**src/rtl/pp_buf_pkg.sv**
```systemverilog
// Shared helpers for the pp_gearbox width converter.
//   gb_ratio : ratio of the larger to the smaller data width
//   gb_cnt_w : chunk counter width for a given ratio
//   gb_mode  : picks downsize / upsize / pass-through from the widths
package pp_buf_pkg;

  typedef enum logic [1:0] {
    GB_DOWN,
    GB_UP,
    GB_PASS
  } gb_mode_e;

  function automatic int unsigned gb_ratio(input int unsigned wi, input int unsigned wo);
    return (wi > wo) ? (wi / wo) : (wo / wi);
  endfunction

  function automatic int unsigned gb_cnt_w(input int unsigned r);
    return $clog2(r) + 1;
  endfunction

  function automatic gb_mode_e gb_mode(input int unsigned wi, input int unsigned wo);
    if (wi > wo) return GB_DOWN;
    if (wo > wi) return GB_UP;
    return GB_PASS;
  endfunction

endpackage

```
**src/rtl/pp_gearbox.sv**
```systemverilog
// Streaming parallel-to-parallel width converter with valid/ready on both
// sides and packet-boundary (last) propagation.
//   clk, rst             : clock, asynchronous active-high reset
//   in_valid/in_ready    : input handshake
//   in_data[WIDTH_I-1:0] : input payload
//   in_last              : final input of a packet
//   out_valid/out_ready  : output handshake
//   out_data[WIDTH_O-1:0]: output payload
//   out_last             : final output of a packet
// Downsize emits MSB-first; upsize packs the first chunk into the MSBs and
// left-aligns/zero-pads a word cut short by in_last.
module pp_gearbox
  import pp_buf_pkg::*;
#(
  parameter int unsigned WIDTH_I = 16,
  parameter int unsigned WIDTH_O = 4
) (
  input  logic               clk,
  input  logic               rst,
  input  logic               in_valid,
  output logic               in_ready,
  input  logic [WIDTH_I-1:0] in_data,
  input  logic               in_last,
  output logic               out_valid,
  input  logic               out_ready,
  output logic [WIDTH_O-1:0] out_data,
  output logic               out_last
);

  localparam int unsigned R    = gb_ratio(WIDTH_I, WIDTH_O);
  localparam int unsigned CW   = gb_cnt_w(R);
  localparam gb_mode_e    MODE = gb_mode(WIDTH_I, WIDTH_O);

  if (((WIDTH_I % WIDTH_O) != 0) && ((WIDTH_O % WIDTH_I) != 0)) begin : g_bad_ratio
    $error("pp_gearbox: WIDTH_I=%0d and WIDTH_O=%0d are not integer multiples", WIDTH_I, WIDTH_O);
  end

  if (MODE == GB_DOWN) begin : g_down
    logic [WIDTH_I-1:0] sreg_q;
    logic [CW-1:0]      cnt_q;
    logic               last_q;

    // Accept on the final chunk too, so consecutive words run without a bubble.
    always_comb begin
      out_valid = (cnt_q != '0);
      out_data  = sreg_q[WIDTH_I-1 -: WIDTH_O];
      out_last  = last_q & (cnt_q == CW'(1));
      in_ready  = (cnt_q == '0) | ((cnt_q == CW'(1)) & out_ready);
    end

    always_ff @(posedge clk or posedge rst) begin
      if (rst) begin
        sreg_q <= '0;
        cnt_q  <= '0;
        last_q <= 1'b0;
      end else if (in_valid && in_ready) begin
        sreg_q <= in_data;
        cnt_q  <= CW'(R);
        last_q <= in_last;
      end else if (out_valid && out_ready) begin
        sreg_q <= sreg_q << WIDTH_O;
        cnt_q  <= cnt_q - CW'(1);
      end
    end

  end else if (MODE == GB_UP) begin : g_up
    // Gather register only needs R-1 chunks; the R-th goes straight to the word.
    localparam int unsigned GW = WIDTH_O - WIDTH_I;

    logic [GW-1:0]      g_q;
    logic [CW-1:0]      g_cnt_q;
    logic [WIDTH_O-1:0] o_data_q;
    logic               o_valid_q;
    logic               o_last_q;

    logic [WIDTH_O-1:0] word;
    logic [WIDTH_O-1:0] word_al;
    logic [CW-1:0]      cnt_nxt;
    logic               done;

    always_comb begin
      in_ready  = !o_valid_q | out_ready;
      out_valid = o_valid_q;
      out_data  = o_data_q;
      out_last  = o_last_q;
      word      = {g_q, in_data};
      cnt_nxt   = g_cnt_q + CW'(1);
      done      = (cnt_nxt == CW'(R)) | in_last;
      // Short packet tail: shift gathered chunks up to the MSBs, zeros below.
      word_al   = word << ((R - 32'(cnt_nxt)) * WIDTH_I);
    end

    always_ff @(posedge clk or posedge rst) begin
      if (rst) begin
        g_q       <= '0;
        g_cnt_q   <= '0;
        o_data_q  <= '0;
        o_valid_q <= 1'b0;
        o_last_q  <= 1'b0;
      end else begin
        if (o_valid_q && out_ready) begin
          o_valid_q <= 1'b0;
        end
        if (in_valid && in_ready) begin
          if (done) begin
            o_data_q  <= word_al;
            o_valid_q <= 1'b1;
            o_last_q  <= in_last;
            g_q       <= '0;
            g_cnt_q   <= '0;
          end else begin
            g_q     <= word[GW-1:0];
            g_cnt_q <= cnt_nxt;
          end
        end
      end
    end

  end else begin : g_pass
    logic [WIDTH_O-1:0] o_data_q;
    logic               o_valid_q;
    logic               o_last_q;

    always_comb begin
      in_ready  = !o_valid_q | out_ready;
      out_valid = o_valid_q;
      out_data  = o_data_q;
      out_last  = o_last_q;
    end

    always_ff @(posedge clk or posedge rst) begin
      if (rst) begin
        o_data_q  <= '0;
        o_valid_q <= 1'b0;
        o_last_q  <= 1'b0;
      end else if (in_valid && in_ready) begin
        o_data_q  <= in_data;
        o_valid_q <= 1'b1;
        o_last_q  <= in_last;
      end else if (out_ready) begin
        o_valid_q <= 1'b0;
      end
    end
  end

endmodule
```
**config.mk**
```make
export PLATFORM = sky130hd
export DESIGN_NAME = pp_gearbox
export DESIGN_NICKNAME = d
export VERILOG_FILES = /design/src/rtl/pp_buf_pkg.sv /design/src/rtl/pp_gearbox.sv
export SDC_FILE = /design/constraint.sdc
export NUM_CORES = 1
export LEC_CHECK = 0
export CORE_ASPECT_RATIO = 1.1
export CORE_UTILIZATION = 47
export DETAILED_ROUTE_END_ITERATION = 12
export PLACE_DENSITY = 0.88
export SETUP_SLACK_MARGIN = 0.1
export SLEW_MARGIN = 20
export SYNTH_ARGS = -nofsm -noshare
export SYNTH_HDL_FRONTEND = slang
export SYNTH_SLANG_ARGS = --single-unit
export TNS_END_PERCENT = 30
```
**constraint.sdc**
```tcl
create_clock -name clk -period 2.18 [get_ports clk]
set_input_delay 0.218 -clock clk [delete_from_list [all_inputs] [get_ports clk]]
set_output_delay 0.218 -clock clk [all_outputs]
set_load 0.02 [all_outputs]
```
=== After elaboration in Yosys (flattened, before gate mapping) ===
Index checks and enable logic that the tools add are counted.

* Register bits after elaboration: 20
* Bits of input ports: 21
* Output and inout port bits: 7
* Logic and storage cells: 17

* $add $sub $neg: 1
* Equal/unequal tests: 1
* Mux-type cells: 4
* Bitwise gates (word level): 3
* Reduce and logical (&&, ||, !) cells: 5

{| class="wikitable"
|+ Operators with widths
! operator !! number
|-
| 2-to-1 mux 16 bit || 2
|-
| 2-to-1 mux 3 bit || 2
|-
| == test 3 x 1 -> 1 bit (second input constant) || 1
|-
| zero test 3 bit || 1
|-
| nonzero test 3 bit || 1
|-
| subtractor 3 x 1 -> 3 bit (second input constant) || 1
|-
| AND 1 bit || 2
|-
| logical AND 1 bit || 2
|-
| nonzero test 2 bit || 1
|-
| bitwise OR 1 bit || 1
|}

=== Depth between registers and ports, before layout ===
Gate-level depths: netlist of run 1.

* Word-level depth: 5
* Gate-level depth with buffers: 8
* Mapped depth without buffers: 6

=== Worst setup path before layout of run 1 ===
OpenSTA, ideal clock, no wires.

* Path kind: register to register
* Start point: register g_down.cnt_q[0]
* End point: register g_down.cnt_q[2]
* Library setup time: 0.139 ns
* Arrival: 1.449 ns
* Required time: 2.041 ns
* Path slack: 0.592 ns
* Cell stages (with the launch flop): 7
* Path buffers: 0
* Clock period less this slack: 1.588 ns
* Cell sequence: dfrtp_1 > inv_1 > ha_1 > nor2b_4 > mux2_4 > a211oi_1 > a31oi_1

* Longest elaborated chain between the ends: 5
* Elaborated cells on any way between the ends: 11
* Classes of those cells: add/sub: 1; eq/ne: 1; mux: 2; bitwise: 2; reduce/logical: 5

{| class="wikitable"
|+ Ends and longest elaborated chain
! what !! line !! source
|-
| from (decl) || pp_gearbox.sv:40 || <nowiki>logic [CW-1:0] cnt_q;</nowiki>
|-
| from (signal assigned) || pp_gearbox.sv:58 || <nowiki>cnt_q <= CW'(R);</nowiki>
|-
| from (signal assigned) || pp_gearbox.sv:62 || <nowiki>cnt_q <= cnt_q - CW'(1);</nowiki>
|-
| parallel branches: the longest is 5 deep, another holds subtractor 3 x 1 -> 3 bit || -- ||
|}

Several ways; the timed one is not identified. The select of a mux whose other input is x is not followed.
A chain may end at the register's enable or synchronous reset.

=== Worst setup path in the final report of run 1 ===
* Start point: register g_down.cnt_q[1]
* End point: output out_last

* Longest elaborated chain between the ends: 2

{| class="wikitable"
|+ Ends and longest elaborated chain
! what !! line !! source
|-
| == test 3 x 1 -> 1 bit || pp_gearbox.sv:47 || <nowiki>out_last = last_q & (cnt_q == CW'(1));</nowiki>
|-
| AND 1 bit || pp_gearbox.sv:47 ||
|-
| to (decl) || pp_gearbox.sv:27 || <nowiki>output logic out_last</nowiki>
|}

No other way between the ends.

==> results of run 1 <==
-- per-stage QoR --
step / worst slack, ns / utilization
6_report: 0.189 / 0.654
5_1_grt: 0.134 / 0.654
4_1_cts: 0.0997 / 0.653
3_5_place_dp: 0.290 / 0.628
3_3_place_gp: 0.340 / 0.628
2_1_floorplan: 0.592 / -
-- power by group --
part | total [mW] | switching [mW] | leakage, nW | internal, mW
clock | 0.301 | 0.115 | 0.0279 | 0.186
combinational | 0.772 | 0.420 | 0.322 | 0.351
sequential | 0.644 | 0.107 | 0.242 | 0.537
total | 1.72 | 0.642 | 0.592 | 1.07
-- path summary, 6_finish.rpt --
check | end | startpoint | cells past startpoint
setup / recovery | out_last | g_down.cnt_q[1] | 4
setup reg to reg | g_down.cnt_q[0] | g_down.cnt_q[0] | 6
min in group clk | g_down.last_q | in_last | 3
hold / removal | g_down.sreg_q[5] | rst | 2
max in group asynchronous | g_down.sreg_q[9] | rst | 2
hold reg to reg | g_down.last_q | g_down.last_q | 2
-- what timing repair did --
action	4_1_cts	5_1_grt
resized for setup	1	1
gates cloned	0	0
endpoints found under the setup margin	2	1
pin swaps	0	0
-- routing by layer --
metal  vias to the layer above  routed length, um  global-route usage
met3                         4                 90              0.0243
met2                        35               1120               0.345
li1                        394                  -                   -
met5                         -                  0                   0
met4                         0                 26              0.0857
met1                       383                844               0.260
-- state kept, by name (all words and copies together) (netlist names) --
name           cells
g_down.last_q      1
g_down.sreg_q     16
g_down.cnt_q       3
-- placed cells by master (no fill, tap or decap), types with 3 or more instances in the layout --
master	count
sky130_fd_sc_hd__a21oi_2	10
sky130_fd_sc_hd__a22o_2	4
sky130_fd_sc_hd__a21oi_1	15
sky130_fd_sc_hd__dfrtp_1	20
sky130_fd_sc_hd__nand2_1	17
sky130_fd_sc_hd__nor2_1	13
sky130_fd_sc_hd__clkbuf_4	3
sky130_fd_sc_hd__ha_1	3
sky130_fd_sc_hd__clkdlybuf4s50_1	25
sky130_fd_sc_hd__inv_1	4
-- layout make-up --
class                   instances  share of cell area
clock buffers                   3              0.0167
multi-input cells              72               0.346
flip-flops and latches         20               0.371
repair buffers                 28               0.207
inverters                       4              0.0111
well taps                      28              0.0260
clock inverters                 1              0.0223
-- critical path: stages, from the launching register on --
cell and delay (ns):
sky130_fd_sc_hd__dfrtp_1 0.37, sky130_fd_sc_hd__inv_1 0.12, sky130_fd_sc_hd__ha_1 0.20, sky130_fd_sc_hd__and3b_2 0.19
sky130_fd_sc_hd__clkdlybuf4s50_1 0.59
-- cell families (layout without fill, tap and decap cells) --
group	count (synthesis)	count (layout)	share of synthesized area
and+or+nand+nor	34	34	0.154
AOI/OAI and AO/OA	33	33	0.214
DFF	20	20	0.471
buffers and inverters	13	36	0.0895
adders and majority gates	3	3	0.0353
muxes	2	2	0.0353
==> reports/summary.txt, run 1 <==
==================================================================================================
Net count after synthesis                                                                      129
Core Footprint                                                                         0.00206 mm2
Clock transition time at the flip-flop clock pins of the worst setup and hold paths        0.12 ns
Clock Latency Late Sink                                                                    0.30 ns
Clock tree from TritonCTS                                                                      yes
Leakage power summed over all cells                                                       0.592 nW
Fraction of layout cells with a size suffix above 1                                          0.188
Placed instance count                                                                          152
Maximum vdd ir drop                                                                       0.710 mV
Number of buffer cells added on primary ports                                                   27
Data arrival at the endpoint of the critical path                                          1.77 ns
Outcome                                                                               complete, no violations
Initial antenna violation count                                                                  0
Vias per inst                                                                                 5.23
Gr usage total                                                                               0.206
Transition time of the tightest slew-check pin                                            0.734 ns
Via count of the first global-routing pass                                                     830
Biggest area consumer among synthesized cells                                         sky130_fd_sc_hd__dfrtp_1
Drt first pass iters                                                                             4
Crit. End Element                                                                      output port
Final weighted congestion in routability-driven placement                                    0.699
HPWL after DPL                                                                             1.44 mm
Post-CTS setup-driven buffer insertion count                                                     0
Relative area change from synthesis to final layout                                          27.0%
Area contributors post-synth                                                          sky130_fd_sc_hd__dfrtp_1, sky130_fd_sc_hd__a21oi_2, sky130_fd_sc_hd__a21oi_1
Type of the worst setup path                                                          register to output port
Worst slack on hold paths                                                                 0.325 ns
Detailed-route wire length                                                                 2.08 mm
DRC violations left                                                                              0
Cell at the root of the clock tree                                                    sky130_fd_sc_hd__clkbuf_4
Ranking of synthesized cells by instance count                                        sky130_fd_sc_hd__dfrtp_1, sky130_fd_sc_hd__nand2_1, sky130_fd_sc_hd__a21oi_1, sky130_fd_sc_hd__nor2_1, sky130_fd_sc_hd__a21oi_2
Placed Instance Area                                                                   0.00129 mm2
Final critical path time including I/O delays and setup                                    1.99 ns
Total power                                                                                1.72 mW
Critical path launch point type                                                           register
Number of violations reported at the end of detailed-routing iteration 0                         7
Synth Warn #                                                                                     0
Highest net fanout along the worst path                                                          4
Total standard cell area after synthesis                                               0.00106 mm2
Final antenna-violating net count                                                                0
Diodes inserted                                                                                  0
Cts bufs inserted                                                                                3
Number of instances in the synthesized netlist                                                 105
Number of filler instances in the final layout                                                 183
Average cell area after synthesis                                                         10.1 um2
Routed vias                                                                                    816
Post-synth top flop                                                                   sky130_fd_sc_hd__dfrtp_1
Final std cell area, no fill                                                           0.00135 mm2
Most frequently used cell type in the post-synthesis netlist                          sky130_fd_sc_hd__dfrtp_1
Number of maximum-capacitance violations                                                         0
Achievable Freq                                                                          0.502 GHz
Count of H-tree levels built during CTS                                                          1
Register area                                                                              500 um2
Power density over cell area                                                           1270 mW/mm2
Share of the cycle needed by the critical path after routing                                 0.913
EDFF count, synth                                                                                0
Number of nets in the finished design                                                          153
Global-route wire length before repair                                                     3.57 mm
Area share of the largest cell type after synthesis                                          0.471
Synth unique cells                                                                              21
Multi-input logic area                                                                     467 um2
Die Wd                                                                                     47.3 um
Worst-case headroom to the max-slew limit                                                    0.510
Pin count of the biggest net entering global routing                                            21
Layout Cells excl Fill                                                                         156
Flops & latches, synth                                                                          20
Count of endpoints failing setup in the final report                                             0
Area of the die                                                                        0.00245 mm2
Slack of the worst reg-to-reg path                                                         0.35 ns
Number of top-level design ports                                                                28
Congestion Overflow GR                                                                           0
Die Y                                                                                      51.9 um
Hold violation count in the final report                                                         0
Buffer levels on the longest clock path                                                          2
Setup repair after global routing missed its margin                                          false
Wire length per cell after detailed routing                                                13.3 um
Worst Skew                                                                               0.0104 ns
Sequential fraction of the synthesis area                                                    0.471
Type of the worst min-delay path                                                      primary input to async pin
Hold buffer count at CTS                                                                         0
Async SR Flop Fraction                                                                        1.00
Row count                                                                                       17
Worst path required time                                                                   1.96 ns
TritonCTS Sinks                                                                                 20
Sum of negative setup slack                                                                   0 ns
Initial standard-cell utilization of the core                                                0.515
Max-slew violation total from the final report                                                   0
==================================================================================================
Note: power is estimated with default switching activity, not from simulation.
==> run 2: changes to the inputs <==
--- a/config.mk
+++ b/config.mk
@@ -9,9 +9,9 @@
 export CORE_UTILIZATION = 47
 export DETAILED_ROUTE_END_ITERATION = 12
 export PLACE_DENSITY = 0.88
+export RECOVER_POWER = 50
 export SETUP_SLACK_MARGIN = 0.1
 export SLEW_MARGIN = 20
 export SYNTH_ARGS = -nofsm -noshare
 export SYNTH_HDL_FRONTEND = slang
 export SYNTH_SLANG_ARGS = --single-unit
-export TNS_END_PERCENT = 30
==> run 2 against run 1 <==
Wire length shrank 0.67%. Sequential share of layout area grew 0.10 points. Largest power group unchanged. Total power is 0.95% lower. Fmax did not move. Via count decreased by 0.12%. Clock power is essentially flat. Clock skew unchanged. Count of clock-buffer cells in the layout stayed put.
==> reports/summary.txt, run 2 (synthesized netlist as in run 1, its figures left out) <==
==================================================================================================
Vias per inst                                                                                 5.22   -0.12%
Achievable Freq                                                                          0.502 GHz   unchanged
Cts bufs inserted                                                                                3   unchanged
Share of total power in the clock network                                                    0.177   +0.002
Data arrival at the endpoint of the critical path                                          1.77 ns   about the same
Pin count of the biggest net entering global routing                                            21   unchanged
Number of nets in the finished design                                                          153   unchanged
Commonest non-fill, non-tap cell in the layout                                        sky130_fd_sc_hd__clkdlybuf4s50_1
Leakage power summed over all cells                                                       0.588 nW   -0.70%
Max-slew violation total from the final report                                                   0   unchanged
Final weighted congestion in routability-driven placement                                    0.699   unchanged
Most frequent cells in the layout                                                     sky130_fd_sc_hd__clkdlybuf4s50_1, sky130_fd_sc_hd__dfrtp_1, sky130_fd_sc_hd__nand2_1
Power density over cell area                                                           1260 mW/mm2   -0.67%
Routed vias                                                                                    815   -0.12%
Initial antenna violation count                                                                  0   unchanged
Count of endpoints failing setup in the final report                                             0   unchanged
Crit. End Element                                                                      output port
Via count of the first global-routing pass                                                     830   unchanged
Buffer levels on the longest clock path                                                          2   unchanged
Congestion Overflow GR                                                                           0   unchanged
Drt first pass iters                                                                             4   unchanged
Critical path launch point type                                                           register
Core Footprint                                                                         0.00206 mm2   unchanged
DRC violations left                                                                              0   unchanged
Clock Latency Late Sink                                                                    0.30 ns   about the same
Type of the worst setup path                                                          register to output port
Final antenna-violating net count                                                                0   unchanged
Register area                                                                              500 um2   unchanged
Initial standard-cell utilization of the core                                                0.515   unchanged
Clock tree from TritonCTS                                                                      yes
Biggest register                                                                      g_down.sreg_q
Cells on worst reg2reg path                                                                      6   unchanged
Area of the die                                                                        0.00245 mm2   unchanged
Gates resized, CTS repair                                                                        2   +1
Hold buffer count at CTS                                                                         0   unchanged
Global-route wire length before repair                                                     3.57 mm   unchanged
Start point of the critical path                                                      g_down.cnt_q[1]
Worst path required time                                                                   1.96 ns   about the same
Internal power                                                                             1.06 mW   -1.3%
Register share of total power                                                                0.378   +0.003
Worst slack at placement                                                                  0.290 ns   unchanged
Type of the worst min-delay path                                                      primary input to async pin
Hold violation count in the final report                                                         0   unchanged
Diodes inserted                                                                                  0   unchanged
End point of the critical path                                                            out_last
Number of maximum-capacitance violations                                                         0   unchanged
Number of buffer cells added on primary ports                                                   27   unchanged
Die Y                                                                                      51.9 um   unchanged
Reg-to-Reg Start                                                                      g_down.cnt_q[0]
Largest registers                                                                     g_down.sreg_q (16), g_down.cnt_q (3), g_down.last_q (1)
Multi-input logic area                                                                     467 um2   unchanged
Fraction of layout cells with a size suffix above 1                                          0.188   unchanged
Transition time of the tightest slew-check pin                                            0.734 ns   +0.000195 ns
Die Wd                                                                                     47.3 um   unchanged
Cell with the biggest individual delay on the critical path                           sky130_fd_sc_hd__clkdlybuf4s50_1
Crit path largest cell delay                                                               0.59 ns   about the same
TritonCTS Sinks                                                                                 20   unchanged
Number of top-level design ports                                                                28   unchanged
Slack of the worst reg-to-reg path                                                         0.35 ns   about the same
Comb power frac                                                                              0.445   -0.005
Outcome                                                                               complete, no violations
HPWL after DPL                                                                             1.44 mm   unchanged
Share of the cycle needed by the critical path after routing                                 0.913   unchanged
Setup repair after global routing missed its margin                                          false
Gr usage total                                                                               0.206   unchanged
Switching share of power                                                                     0.377   +0.00233
Highest net fanout along the worst path                                                          4   unchanged
Final Worst Setup Slack                                                                   0.189 ns   unchanged
Sum of negative setup slack                                                                   0 ns   unchanged
Count of H-tree levels built during CTS                                                          1   unchanged
Number of filler instances in the final layout                                                 184   +0.55%
Final critical path time including I/O delays and setup                                    1.99 ns   unchanged
Maximum vdd ir drop                                                                       0.711 mV   +0.14%
Relative area change from synthesis to final layout                                          26.6%
Net switching power                                                                       0.640 mW   -0.33%
Wire length per cell after detailed routing                                                13.2 um   -0.67%
Clock transition time at the flip-flop clock pins of the worst setup and hold paths        0.12 ns   about the same
Reg2Reg Capture Point                                                                 g_down.cnt_q[0]
Number of violations reported at the end of detailed-routing iteration 0                         7   unchanged
Cell at the root of the clock tree                                                    sky130_fd_sc_hd__clkbuf_4
Worst-case headroom to the max-slew limit                                                    0.510   about the same
Max reg flops                                                                                   16   unchanged
Post-CTS setup-driven buffer insertion count                                                     0   unchanged
Worst Skew                                                                               0.0104 ns   unchanged
Row count                                                                                       17   unchanged
Detailed-route wire length                                                                 2.06 mm   -0.67%
Crit-path cells                                                                       inv_1 -> ha_1 -> and3b_2 -> clkdlybuf4s50_1
==================================================================================================
[run 2: cell types whose count changed in the layout (fill, tap and decap cells not counted)]
| cell | delta |
|---|---|
| sky130_fd_sc_hd__dlygate4sd3_1 | +4 |
| sky130_fd_sc_hd__dlymetal6s2s_1 | -1 |
| sky130_fd_sc_hd__dlygate4sd2_1 | +1 |
| sky130_fd_sc_hd__clkdlybuf4s50_1 | -4 |
[run 2: worst min-delay path by stage]
stage | cells after the start | slack (ns) | end
2_1_floorplan | 1 | 0.18 | g_down.cnt_q[0]
4_1_cts | 2 | 0.35 | g_down.sreg_q[2]
5_1_grt | 3 | 0.49 | g_down.last_q
3_5_place_dp | 2 | 0.47 | g_down.last_q
3_3_place_gp | 2 | 0.47 | g_down.last_q
6_report | 2 | 0.46 | g_down.sreg_q[5]
[run 2: power groups by stage]
stage | Clock (mW) | Sequential, mW | Combinational [mW]
finish | 0.301 | 0.642 | 0.757
CTS | 0.308 | 0.644 | 0.774
global placement | 0 | 0.642 | 0.747
floorplan | 0 | 0.626 | 0.636
detailed placement | 0 | 0.651 | 0.778
global route | 0.320 | 0.666 | 0.845
[run 2: routing by layer]
layer | GRT usage | up-vias | share of wire
li1 | - | 395 | -
met1 | 0.260 | 381 | 0.41
met2 | 0.345 | 35 | 0.53
met3 | 0.0243 | 4 | 0.046
met4 | 0.0857 | 0 | 0.013
met5 | 0 | - | 0
[run 2: layout make-up]
cell class	instances	area share
inverter	4	0.0112
timing repair buffer	28	0.205
tap	28	0.0260
multi-input combinational	72	0.347
sequential	20	0.372
clock buffer	3	0.0167
clock inverter	1	0.0223
[run 2: worst max-delay path, delay by kind of cell (launching register included)]
kind | cells | cell delay [ns]
adder cells (fa/ha/maj) | 1 | 0.20
buffers and inverters | 2 | 0.71
flip-flops | 1 | 0.37
AND/OR/NAND/NOR | 1 | 0.19
[run 2: stage by stage]
stage | cells | hold WS [ns] | area (um2) | utilization | power [mW]
detailed placement | 152 | 0.468 | 1290 | 0.628 | 1.43
floorplan | 105 | 0.182 | 1060 | - | 1.26
global placement | 152 | 0.471 | 1290 | 0.628 | 1.39
CTS | 156 | 0.354 | 1350 | 0.652 | 1.73
finish | 156 | 0.463 | 1350 | 0.652 | 1.70
global route | 156 | 0.493 | 1350 | 0.652 | 1.83
